==> config.mk <==
export PLATFORM = sky130hd
export DESIGN_NAME = systolic_feed_controller
export DESIGN_NICKNAME = d
export VERILOG_FILES = /design/src/rtl/systolic_feed_controller.sv
export SDC_FILE = /design/constraint.sdc
export NUM_CORES = 1
export LEC_CHECK = 0
export ABC_AREA = 1
export BUFFER_PORTS_ARGS = -buffer_cell sky130_fd_sc_hd__buf_4
export CAP_MARGIN = 25
export CORE_MARGIN = 2
export CORE_UTILIZATION = 50
export DETAILED_ROUTE_END_ITERATION = 7
export PLACE_DENSITY = 0.84
export REMOVE_ABC_BUFFERS = 1
export SLEW_MARGIN = 20
export SYNTH_ARGS = -nofsm -noshare
export SYNTH_HDL_FRONTEND = slang
export SYNTH_SLANG_ARGS = --single-unit
==> constraint.sdc <==
create_clock -name CLK -period 6 [get_ports CLK]
set_input_delay 0.9 -clock CLK [delete_from_list [all_inputs] [get_ports CLK]]
set_output_delay 0.9 -clock CLK [all_outputs]
set_load 0.05 [all_outputs]
==> src/rtl/systolic_feed_controller.sv <==
// Feeds SA_LENGTH-row tiles from a row-organised buffer into one systolic data-setup
// skew stage: clear before the job, read rows, then flush zeros so the last lane drains.
module systolic_feed_controller #(
  parameter int DATA_WIDTH = 8,
  parameter int SA_LENGTH  = 5,
  parameter int ADDR_WIDTH = 8,
  parameter int TILE_WIDTH = 8
) (
  input  logic                            CLK,
  input  logic                            ASYNC_RST,
  input  logic                            START,
  input  logic [ADDR_WIDTH-1:0]           BASE_ADDR,
  input  logic [TILE_WIDTH-1:0]           NUM_TILES,
  input  logic                            STALL,
  output logic                            RD_EN,
  output logic [ADDR_WIDTH-1:0]           RD_ADDR,
  input  logic [SA_LENGTH*DATA_WIDTH-1:0] RD_DATA,
  output logic                            SETUP_SYNC_RST,
  output logic                            SETUP_EN,
  output logic [SA_LENGTH*DATA_WIDTH-1:0] SETUP_INPUTS,
  output logic                            BUSY,
  output logic                            DONE,
  output logic [2:0]                      DBG_STATE
);

  localparam int RW = (SA_LENGTH > 1) ? $clog2(SA_LENGTH) : 1;
  localparam logic [RW-1:0] LAST_ROW = RW'(SA_LENGTH - 1);

  typedef enum logic [2:0] {
    S_IDLE  = 3'd0,
    S_CLEAR = 3'd1,
    S_FEED  = 3'd2,
    S_DRAIN = 3'd3,
    S_DONE  = 3'd4
  } state_t;

  state_t                state_q, state_d;
  logic [RW-1:0]         row_q, row_d;
  logic [TILE_WIDTH-1:0] tile_q, tile_d;
  logic [TILE_WIDTH-1:0] num_q, num_d;
  logic [ADDR_WIDTH-1:0] addr_q, addr_d;
  logic                  dv_q, dv_d;

  logic                  rd_en;
  logic                  frozen;
  logic [TILE_WIDTH:0]   tile_nxt;
  logic                  more_tiles;

  // Tile rows are contiguous in the buffer, so one running address covers every tile.
  assign tile_nxt   = {1'b0, tile_q} + (TILE_WIDTH+1)'(1);
  assign more_tiles = tile_nxt < {1'b0, num_q};
  assign frozen     = STALL && ((state_q == S_FEED) || (state_q == S_DRAIN));

  always_comb begin
    state_d        = state_q;
    row_d          = row_q;
    tile_d         = tile_q;
    num_d          = num_q;
    addr_d         = addr_q;
    rd_en          = 1'b0;
    SETUP_SYNC_RST = 1'b0;
    DONE           = 1'b0;
    case (state_q)
      S_IDLE: begin
        if (START) begin
          addr_d  = BASE_ADDR;
          num_d   = NUM_TILES;
          row_d   = '0;
          tile_d  = '0;
          state_d = (NUM_TILES == '0) ? S_DONE : S_CLEAR;
        end
      end
      S_CLEAR: begin
        SETUP_SYNC_RST = 1'b1;
        state_d        = S_FEED;
      end
      S_FEED: begin
        if (!STALL) begin
          rd_en  = 1'b1;
          addr_d = addr_q + ADDR_WIDTH'(1);
          if (row_q == LAST_ROW) begin
            row_d   = '0;
            state_d = S_DRAIN;
          end else begin
            row_d = row_q + RW'(1);
          end
        end
      end
      S_DRAIN: begin
        if (!STALL) begin
          if (row_q == LAST_ROW) begin
            row_d = '0;
            if (more_tiles) begin
              tile_d  = tile_nxt[TILE_WIDTH-1:0];
              state_d = S_FEED;
            end else begin
              state_d = S_DONE;
            end
          end else begin
            row_d = row_q + RW'(1);
          end
        end
      end
      S_DONE: begin
        DONE    = 1'b1;
        state_d = S_IDLE;
      end
      default: state_d = S_IDLE;
    endcase
    // data_valid tracks the read strobe of the previous unstalled cycle.
    dv_d = frozen ? dv_q : rd_en;
  end

  always_ff @(posedge CLK or negedge ASYNC_RST) begin
    if (!ASYNC_RST) begin
      state_q <= S_IDLE;
      row_q   <= '0;
      tile_q  <= '0;
      num_q   <= '0;
      addr_q  <= '0;
      dv_q    <= 1'b0;
    end else begin
      state_q <= state_d;
      row_q   <= row_d;
      tile_q  <= tile_d;
      num_q   <= num_d;
      addr_q  <= addr_d;
      dv_q    <= dv_d;
    end
  end

  assign RD_EN        = rd_en;
  assign RD_ADDR      = rd_en ? addr_q : '0;
  assign SETUP_EN     = (dv_q || (state_q == S_DRAIN)) && !STALL;
  assign SETUP_INPUTS = dv_q ? RD_DATA : '0;
  assign BUSY         = (state_q == S_CLEAR) || (state_q == S_FEED) || (state_q == S_DRAIN);
  assign DBG_STATE    = state_q;

endmodule
==> results.yml, run 1 <==
place:
  placed_cell_area_um2: 3240
  port_buffers: 115
  dp.final_hpwl_um: 5280
  gp_congestion: 0.897
floorplanning:
  design.core.area_um2: 4440
  die_h_um: 72.7
  die_x_um: 72.7
  die_area_um2: 5290
  rows: 24
  ioPinCount: 116
  initial_core_util_pct: 53.1
power:
  cellPowerDensity_nw_per_um2: 487
  switchingPower_uw: 933
  seq_power_share_pct: 23.4
  vdd_drop_max_v: 0.000303
  switching_share_pct: 57.6
  power.share.clock_pct: 9.7
  comb_power_share_pct: 66.9
  p_int_uw: 688
  p_leak_nw: 2.17
grt:
  grt_pass1_vias: 2551
  grt_util_all_layers_pct: 25.8
  grt_max_degree: 43
  grt_pass1_wl_um: 10900
  overflow: 0
  antenna_found_initial: 0
layout:
  nets: 562
  fin_area_um2: 3330
  mostFrequentLayoutCells: "buf_4, nand2_1, inv_1, nor2_1, dfrtp_1"
  n_antenna_cell: 0
  final_common_cell: "buf_4"
  fill_cells: 372
  multi_input_comb_area_um2: 1180
  final-seq-area_um2: 777
  fin_util_pct: 74.9
  drive_gt1_share_pct: 27.6
  area_growth_pct: 40.9
clocking:
  cts_buffers: 5
  htree_levels: 2
  clockBufferDepth: 2
  cts_hold_buf: 0
  clkTransAtPathRegs_ns: 0.06
  clock-root-buffer: "clkbuf_8"
  ctsResizeCount: 0
  cts_tree: "yes"
  clk_latency_ns: 0.28
  post-cts-setup-buffer-count: 0
  cts_sinks: 31
route:
  ant_nets: 0
  viasPerCell: 4.87
  drt_first_iter_violations: 109
  vias: 2650
  routedWlPerCell_um: 12.4
  drt_pass1_iterations: 4
  drt_wl_total_um: 6730
  drc_errors: 0
synth:
  synth.cell_area_um2: 2360
  synth_top_area_share_pct: 32.9
  yosysTopAreaCell: "dfrtp_1"
  ys_types: 28
  ys_seq_area_share_pct: 32.9
  synth_cells: 378
  synth_area_leaders: "dfrtp_1, nand2_1, inv_1, ha_1, nor2_1"
  ys_seq_elements: 31
  ys_warn_count: 0
  syn_area_per_cell_um2: 6.25
job:
  drv_cap: 0
sta:
  slew_headroom_pct: 59.8
  hold_viol: 0
  setup_viol_count_final: 0
  grt_setup_unrepaired: "no"
  skew_ns: 0.00219
  fin_tns_setup_ns: 0
  tightest_slew_ns: 0.602
  fmax_mhz: 324
  final_max_slew_viol_count: 0
  timing.final.crit_share_pct: 51.5
  min_period_ns: 3.09
min_path:
  hold_path_class: "reg2reg"
  hold_depth: 2
  hold_end: "num_q[5]"
  worstHoldStart: "num_q[5]"
setup_path:
  reg2regPathDepth: 16
  crit_path_start_kind: "register"
  critPathMaxFanout: 14
  critPathKind: "reg2out"
  r2r_end: "tile_q[4]"
  endpoint_kind: "primary output"
  rr_startpoint: "tile_q[0]"
  rrSetupSlack_ns: 3.53
  worstPathArrival_ns: 2.19
  required_ns: 5.10
outcome:
  outcome: "complete, no violations"
==> cells by family after synthesis <==
kind of cell | share of synthesized area [%]
simple gates | 34.3
buf+inv | 17.3
compound gates | 9.27
flops | 32.9
fa+ha+maj | 5.83
xor+xnor | 0.371
==> synthesized netlist by cell type <==
cell	n
nand3_1	20
inv_2	1
ha_1	11
nand2_4	3
and3_1	1
o211ai_1	1
or2_2	2
nor3_4	1
nand2_1	114
buf_6	1
a22oi_1	2
xnor2_1	1
nor2_1	33
nor3_1	3
nand2_2	3
o21ai_1	1
clkbuf_1	5
inv_1	96
a21o_1	1
o21ai_2	1
nand4_1	6
dfrtp_1	31
buf_2	3
a31oi_1	2
nor2_2	3
o22ai_1	2
a21oi_1	6
o21ai_0	24
==> power groups by stage <==
stage | clock (mW) | sequential, mW | combinational (mW)
after global routing | 0.169 | 0.396 | 1.18
after CTS | 0.160 | 0.377 | 1.09
after global placement | 0 | 0.375 | 1.06
after floorplan | 0 | 0.381 | 0.756
final | 0.157 | 0.379 | 1.08
after detailed placement | 0 | 0.380 | 1.08
==> stage by stage <==
stage	cells	power [mW]	worst slack, ns	hold slack (ns)
global placement	536	1.44	3.37	0.467
detailed placement	536	1.46	3.28	0.476
finish	544	1.62	2.91	0.490
global route	544	1.74	2.72	0.509
floorplan	369	1.14	2.95	0.453
CTS	544	1.63	2.96	0.492
==> worst max path at each step <==
stage                       from    endpoint  slack (ns)  cells past startpoint
floorplan           DBG_STATE[2]  RD_ADDR[0]        2.95                      5
detailed placement  DBG_STATE[2]  RD_ADDR[6]        3.28                      6
global placement    DBG_STATE[2]  RD_ADDR[6]        3.37                      6
global route        DBG_STATE[2]  RD_ADDR[4]        2.72                      6
finish              DBG_STATE[2]  RD_ADDR[6]        2.91                      6
CTS                 DBG_STATE[2]  RD_ADDR[6]        2.96                      6
==> state kept, by name, indices dropped and copies added, names as in the netlist <==
register	flops
tile_q	8
DBG_STATE	3
addr_q	8
dv_q	1
num_q	8
row_q	3
==> layout make-up <==
| type | instances | area share, % |
|---|---|---|
| clock inverters | 1 | 0.150 |
| well taps | 52 | 1.96 |
| multi-input cells | 241 | 35.4 |
| inverters | 97 | 10.9 |
| flip-flops and latches | 31 | 23.4 |
| clock buffers | 7 | 2.29 |
| repair buffers | 115 | 25.9 |
==> layer usage <==
metal	track usage (%)	vias to the layer above	part of all wire (%)
li1	-	1358	-
met1	30.5	1185	41
met2	46.9	97	50
met3	4.97	10	7.5
met4	8.02	0	1.2
met5	0	-	0
==> critical path: stages (launching register included) <==
cell and delay (ns):
dfrtp_1 0.44, inv_2 0.16, nand2_1 0.08, nor2_2 0.40, nand2_1 0.38, nor2_1 0.21
buf_4 0.23
(Power assumes the default switching activity.)
==> inputs of run 2 (changes only) <==
CORE_UTILIZATION = 47   (was 50)
PLACE_DENSITY = 0.8   (was 0.84)
clock period = 3.2 ns   (was 6 ns; I/O delays follow)
==> run 2 against run 1 <==
Net effect:
- combinational power increased by 93%
- critical path depth is the same
- wire length fell by 2.2%
- flip-flop and latch count is the same
- clock skew is 0.0021 ns higher
- critical path type unchanged
- critical endpoint unchanged
==> results.yml, run 2 (same netlist as run 1, synthesis figures left out) <==
grt:
  grt_util_all_layers_pct: 23.2
  use_met3_pct: 4.42
  antenna_found_initial: 0
  grt-busiest-layer: "met2"
  grt_pass1_vias: 2384
  gr-usage-met1_pct: 26.1
  grt_pass1_wl_um: 10100
  overflow: 0
  use_met2_pct: 43.3
  grt_max_degree: 41
clocking:
  cts_hold_buf: 0
  clkTransAtPathRegs_ns: 0.06
  clock-root-buffer: "clkbuf_8"
  cts_buffers: 5
  cts_sinks: 31
  clockBufferDepth: 2
  post-cts-setup-buffer-count: 0
  htree_levels: 2
  ctsResizeCount: 0
  clk_latency_ns: 0.29
  cts_tree: "yes"
route:
  drt_first_iter_violations: 96
  drc_errors: 0
  drt_pass1_iterations: 4
  drt_wl_total_um: 6580
  vias: 2648
  routedWlPerCell_um: 11.8
  ant_nets: 0
  viasPerCell: 4.73
layout:
  nets: 563
  area_growth_pct: 42.0
  drive_gt1_share_pct: 27.6
  top_regs: "addr_q: 8 flops, num_q: 8 flops, tile_q: 8 flops"
  mostFrequentLayoutCells: "buf_4, nand2_1, inv_1, nor2_1, dfrtp_1"
  final_common_cell: "buf_4"
  fin_cells: 560
  n_antenna_cell: 0
sta:
  timing.final.crit_share_pct: 84.0
  hold_viol: 0
  slew_headroom_pct: 66.2
  tightest_slew_ns: 0.506
  final_max_slew_viol_count: 0
  min_period_ns: 2.69
  fin_tns_setup_ns: 0
  grt_setup_unrepaired: "no"
  fmax_mhz: 372
  setup_viol_count_final: 0
  skew_ns: 0.00432
setup_path:
  required_ns: 2.72
  cp_top_family: "simple AND/OR/NAND/NOR gates"
  crit_path_start_kind: "register"
  cp_cell_sequence: "inv_2 -> nand2_1 -> nor2_2 -> nand2_1 -> nor2_1 -> buf_4"
  slowest_stage: "dfrtp_1"
  path_buf_inv: 2
  critPathKind: "reg2out"
  max_stage_delay_ns: 0.46
  cpMostUsedCell: "nand2_1"
  critPathMaxFanout: 14
  worstPathArrival_ns: 2.21
  endpoint_kind: "primary output"
place:
  dp.final_hpwl_um: 5280
  post-place-cells: 552
  gp_congestion: 0.844
  port_buffers: 115
power:
  p_leak_nw: 2.18
  vdd_drop_max_v: 0.000515
  cellPowerDensity_nw_per_um2: 905
floorplanning:
  die_h_um: 74.9
  die_area_um2: 5610
  rows: 25
  die_x_um: 74.9
  design.core.area_um2: 4790
  initial_core_util_pct: 49.3
  ioPinCount: 116
min_path:
  hold_path_class: "in2async"
job:
  drv_cap: 0
outcome:
  outcome: "complete, no violations"
[run 2: changes by cell type in the layout (fill, tap and decap cells not counted), sizes merged]
cell / previous run / this run
buf: 115 / 116
[run 2: layer usage]
layer / up-vias / wire length, um
met1: 1178 / 2580
li1: 1361 / -
met4: 0 / 159
met3: 13 / 505
met5: - / 0
met2: 96 / 3330
[run 2: path summary, 6_finish.rpt]
check | from | slack, ns | endpoint | cells past startpoint
min in group CLK | BASE_ADDR[6] | 0.47 | addr_q[6] | 3
max in group asynchronous | ASYNC_RST | 2.79 | tile_q[6] | 1
worst min register to register | num_q[1] | 0.49 | num_q[1] | 2
worst max-delay path | DBG_STATE[2] | 0.51 | RD_ADDR[6] | 6
worst min-delay path | ASYNC_RST | 0.11 | num_q[4] | 1
worst max register to register | tile_q[0] | 0.85 | tile_q[5] | 16
[run 2: power breakdown]
part	leakage, nW	internal [mW]	switching (mW)
clock	0.0422	0.152	0.146
sequential	0.390	0.534	0.122
combinational	1.75	0.609	1.47
total	2.18	1.30	1.74
[run 2: final cells by class]
cell class	count	area, um^2
fillers	445	1430
repair buffers	116	871
multi-input cells	241	1180
flip-flops and latches	31	776
well taps	67	83.8
clock inverters	1	5.00
clock buffers	7	76.3
inverters	97	364
[run 2: metrics by stage]
stage | utilization [%] | hold slack (ns) | area, um^2 | setup WS (ns) | total power [mW]
3_5_place_dp | 68.3 | 0.438 | 3270 | 0.844 | 2.75
4_1_cts | 70.0 | 0.127 | 3350 | 0.546 | 3.05
5_1_grt | 70.0 | 0.152 | 3350 | 0.343 | 3.27
2_1_floorplan | - | 0.184 | 2320 | 0.569 | 2.13
6_report | 70.0 | 0.112 | 3350 | 0.511 | 3.03
3_3_place_gp | 68.3 | 0.435 | 3270 | 0.959 | 2.70
==> inputs of run 3 (changes only) <==
clock period = 2.61 ns   (was 3.2 ns; I/O delays follow)
==> run 3 against run 2 <==
Net effect:
- flip-flop and latch count unchanged
- die area stayed put
- worst setup slack got worse by 0.27 ns
- clock skew is 0.0011 ns higher
- sequential share of layout area is 0.23 points lower
- power grew 25%
- sequential power rose by 22%
- wire length fell by 1.3%
- clock power rose by 38%
- critical path depth grew 10
==> results.yml, run 3 (same netlist as run 1, synthesis figures left out) <==
outcome:
  outcome: "complete, no violations"
floorplanning:
  die_area_um2: 5610
  design.core.area_um2: 4790
  die_x_um: 74.9
  ioPinCount: 116
  die_h_um: 74.9
  initial_core_util_pct: 49.3
  rows: 25
setup_path:
  crit_path_start: "tile_q[0]"
  critPathMaxFanout: 10
  critPathKind: "reg2reg"
  rrSetupSlack_ns: 0.25
  slowest_stage: "dfrtp_1"
  reg2regPathDepth: 16
  required_ns: 2.78
  cpMostUsedCell: "nand2_1"
  worstPathArrival_ns: 2.53
  rr_startpoint: "tile_q[0]"
  crit_path_start_kind: "register"
  cp_cell_sequence: "ha_2 -> nand3_1 -> nor2_1 -> xnor2_1 -> inv_1 -> ha_1 -> nand2_1 -> nand2_1 -> nand2_1 -> nand2_1 -> nor2_1 -> nand2_1 -> nand2_4 -> nand2_4 -> nand2_1 -> nand2_1"
  setup.worst_path.end: "tile_q[6]"
  r2r_end: "tile_q[6]"
  max_stage_delay_ns: 0.42
  endpoint_kind: "register"
power:
  p_leak_nw: 2.20
  cellPowerDensity_nw_per_um2: 1120
  vdd_drop_max_v: 0.000619
layout:
  top_regs: "addr_q: 8 flops, num_q: 8 flops, tile_q: 8 flops"
  n_antenna_cell: 0
  mostFrequentLayoutCells: "buf_4, nand2_1, inv_1, nor2_1, dfrtp_1"
  drive_gt1_share_pct: 28.1
  nets: 564
  fin_area_um2: 3390
  final_common_cell: "buf_4"
  area_growth_pct: 43.4
clocking:
  cts_buffers: 5
  clockBufferDepth: 2
  clk_latency_ns: 0.28
  clock-root-buffer: "clkbuf_8"
  clkTransAtPathRegs_ns: 0.07
  cts_sinks: 31
  htree_levels: 2
  cts_tree: "yes"
  post-cts-setup-buffer-count: 0
sta:
  fmax_mhz: 423
  skew_ns: 0.00545
  fin_tns_setup_ns: 0
  final_max_slew_viol_count: 0
  hold_viol: 0
  tightest_slew_ns: 0.406
  slew_headroom_pct: 72.9
  setup_viol_count_final: 0
  min_period_ns: 2.36
  timing.final.crit_share_pct: 90.6
route:
  drt_wl_total_um: 6500
  vias: 2647
  ant_nets: 0
  drc_errors: 0
  routedWlPerCell_um: 11.6
  drt_pass1_iterations: 4
  viasPerCell: 4.72
  drt_first_iter_violations: 82
place:
  port_buffers: 115
  gp_congestion: 0.851
  placed_cell_area_um2: 3280
  dp.final_hpwl_um: 5190
grt:
  grt_pass1_vias: 2283
  overflow: 0
  grt_max_degree: 41
  grt_pass1_wl_um: 9720
  grt_util_all_layers_pct: 22.4
  antenna_found_initial: 0
min_path:
  hold_path_class: "in2async"
job:
  drv_cap: 0
run 3: timing repair:
item | in CTS | in global routing
gates resized for setup | 0 | 2
setup endpoints to repair | 0 | 7
hold buffers | 0 | 0
run 3: cell type report:
type / instances / area (um^2)
multi-input combinational: 241 / 1180
inverter: 97 / 364
timing repair buffer: 117 / 878
tap: 67 / 83.8
sequential: 31 / 776
fill: 444 / 1400
clock buffer: 8 / 100
run 3: how the worst min path moves through the flow:
stage / startpoint / to
global placement: ASYNC_RST / num_q[5]
CTS: ASYNC_RST / num_q[7]
finish: ASYNC_RST / num_q[7]
floorplan: ASYNC_RST / DBG_STATE[0]
detailed placement: ASYNC_RST / num_q[7]
global route: ASYNC_RST / num_q[7]
run 3: metal layers:
metal / up-vias / track usage (%) / share of wire [%]
li1: 1361 / - / -
met4: 0 / 6.55 / 1.9
met5: - / 0 / 0
met1: 1178 / 27.3 / 39
met2: 100 / 39.9 / 50
met3: 8 / 4.55 / 8.7
run 3: power breakdown:
part / total [mW] / switching (mW) / internal [mW] / leakage (nW)
clock network: 0.412 / 0.171 / 0.240 / 0.0515
registers: 0.799 / 0.144 / 0.654 / 0.390
logic: 2.57 / 1.81 / 0.765 / 1.76
run 3: worst max-delay path, delay by kind of cell (launching register included):
family,cells,cell delay [ns]
xor+xnor,1,0.15
flops,1,0.42
fa+ha+maj,2,0.51
simple gates,12,1.11
buf+inv,1,0.06
run 3: metrics by stage:
step	utilization [%]	std cells	setup WS, ns	hold WS, ns	power [mW]
final	70.7	561	0.246	0.0415	3.78
after global routing	70.7	561	-0.00778	0.0539	4.08
after CTS	70.6	561	0.261	0.0557	3.80
after detailed placement	68.5	553	0.295	0.347	3.38
after global placement	68.5	553	0.386	0.342	3.33
after floorplan	-	369	0.0677	0.0959	2.61
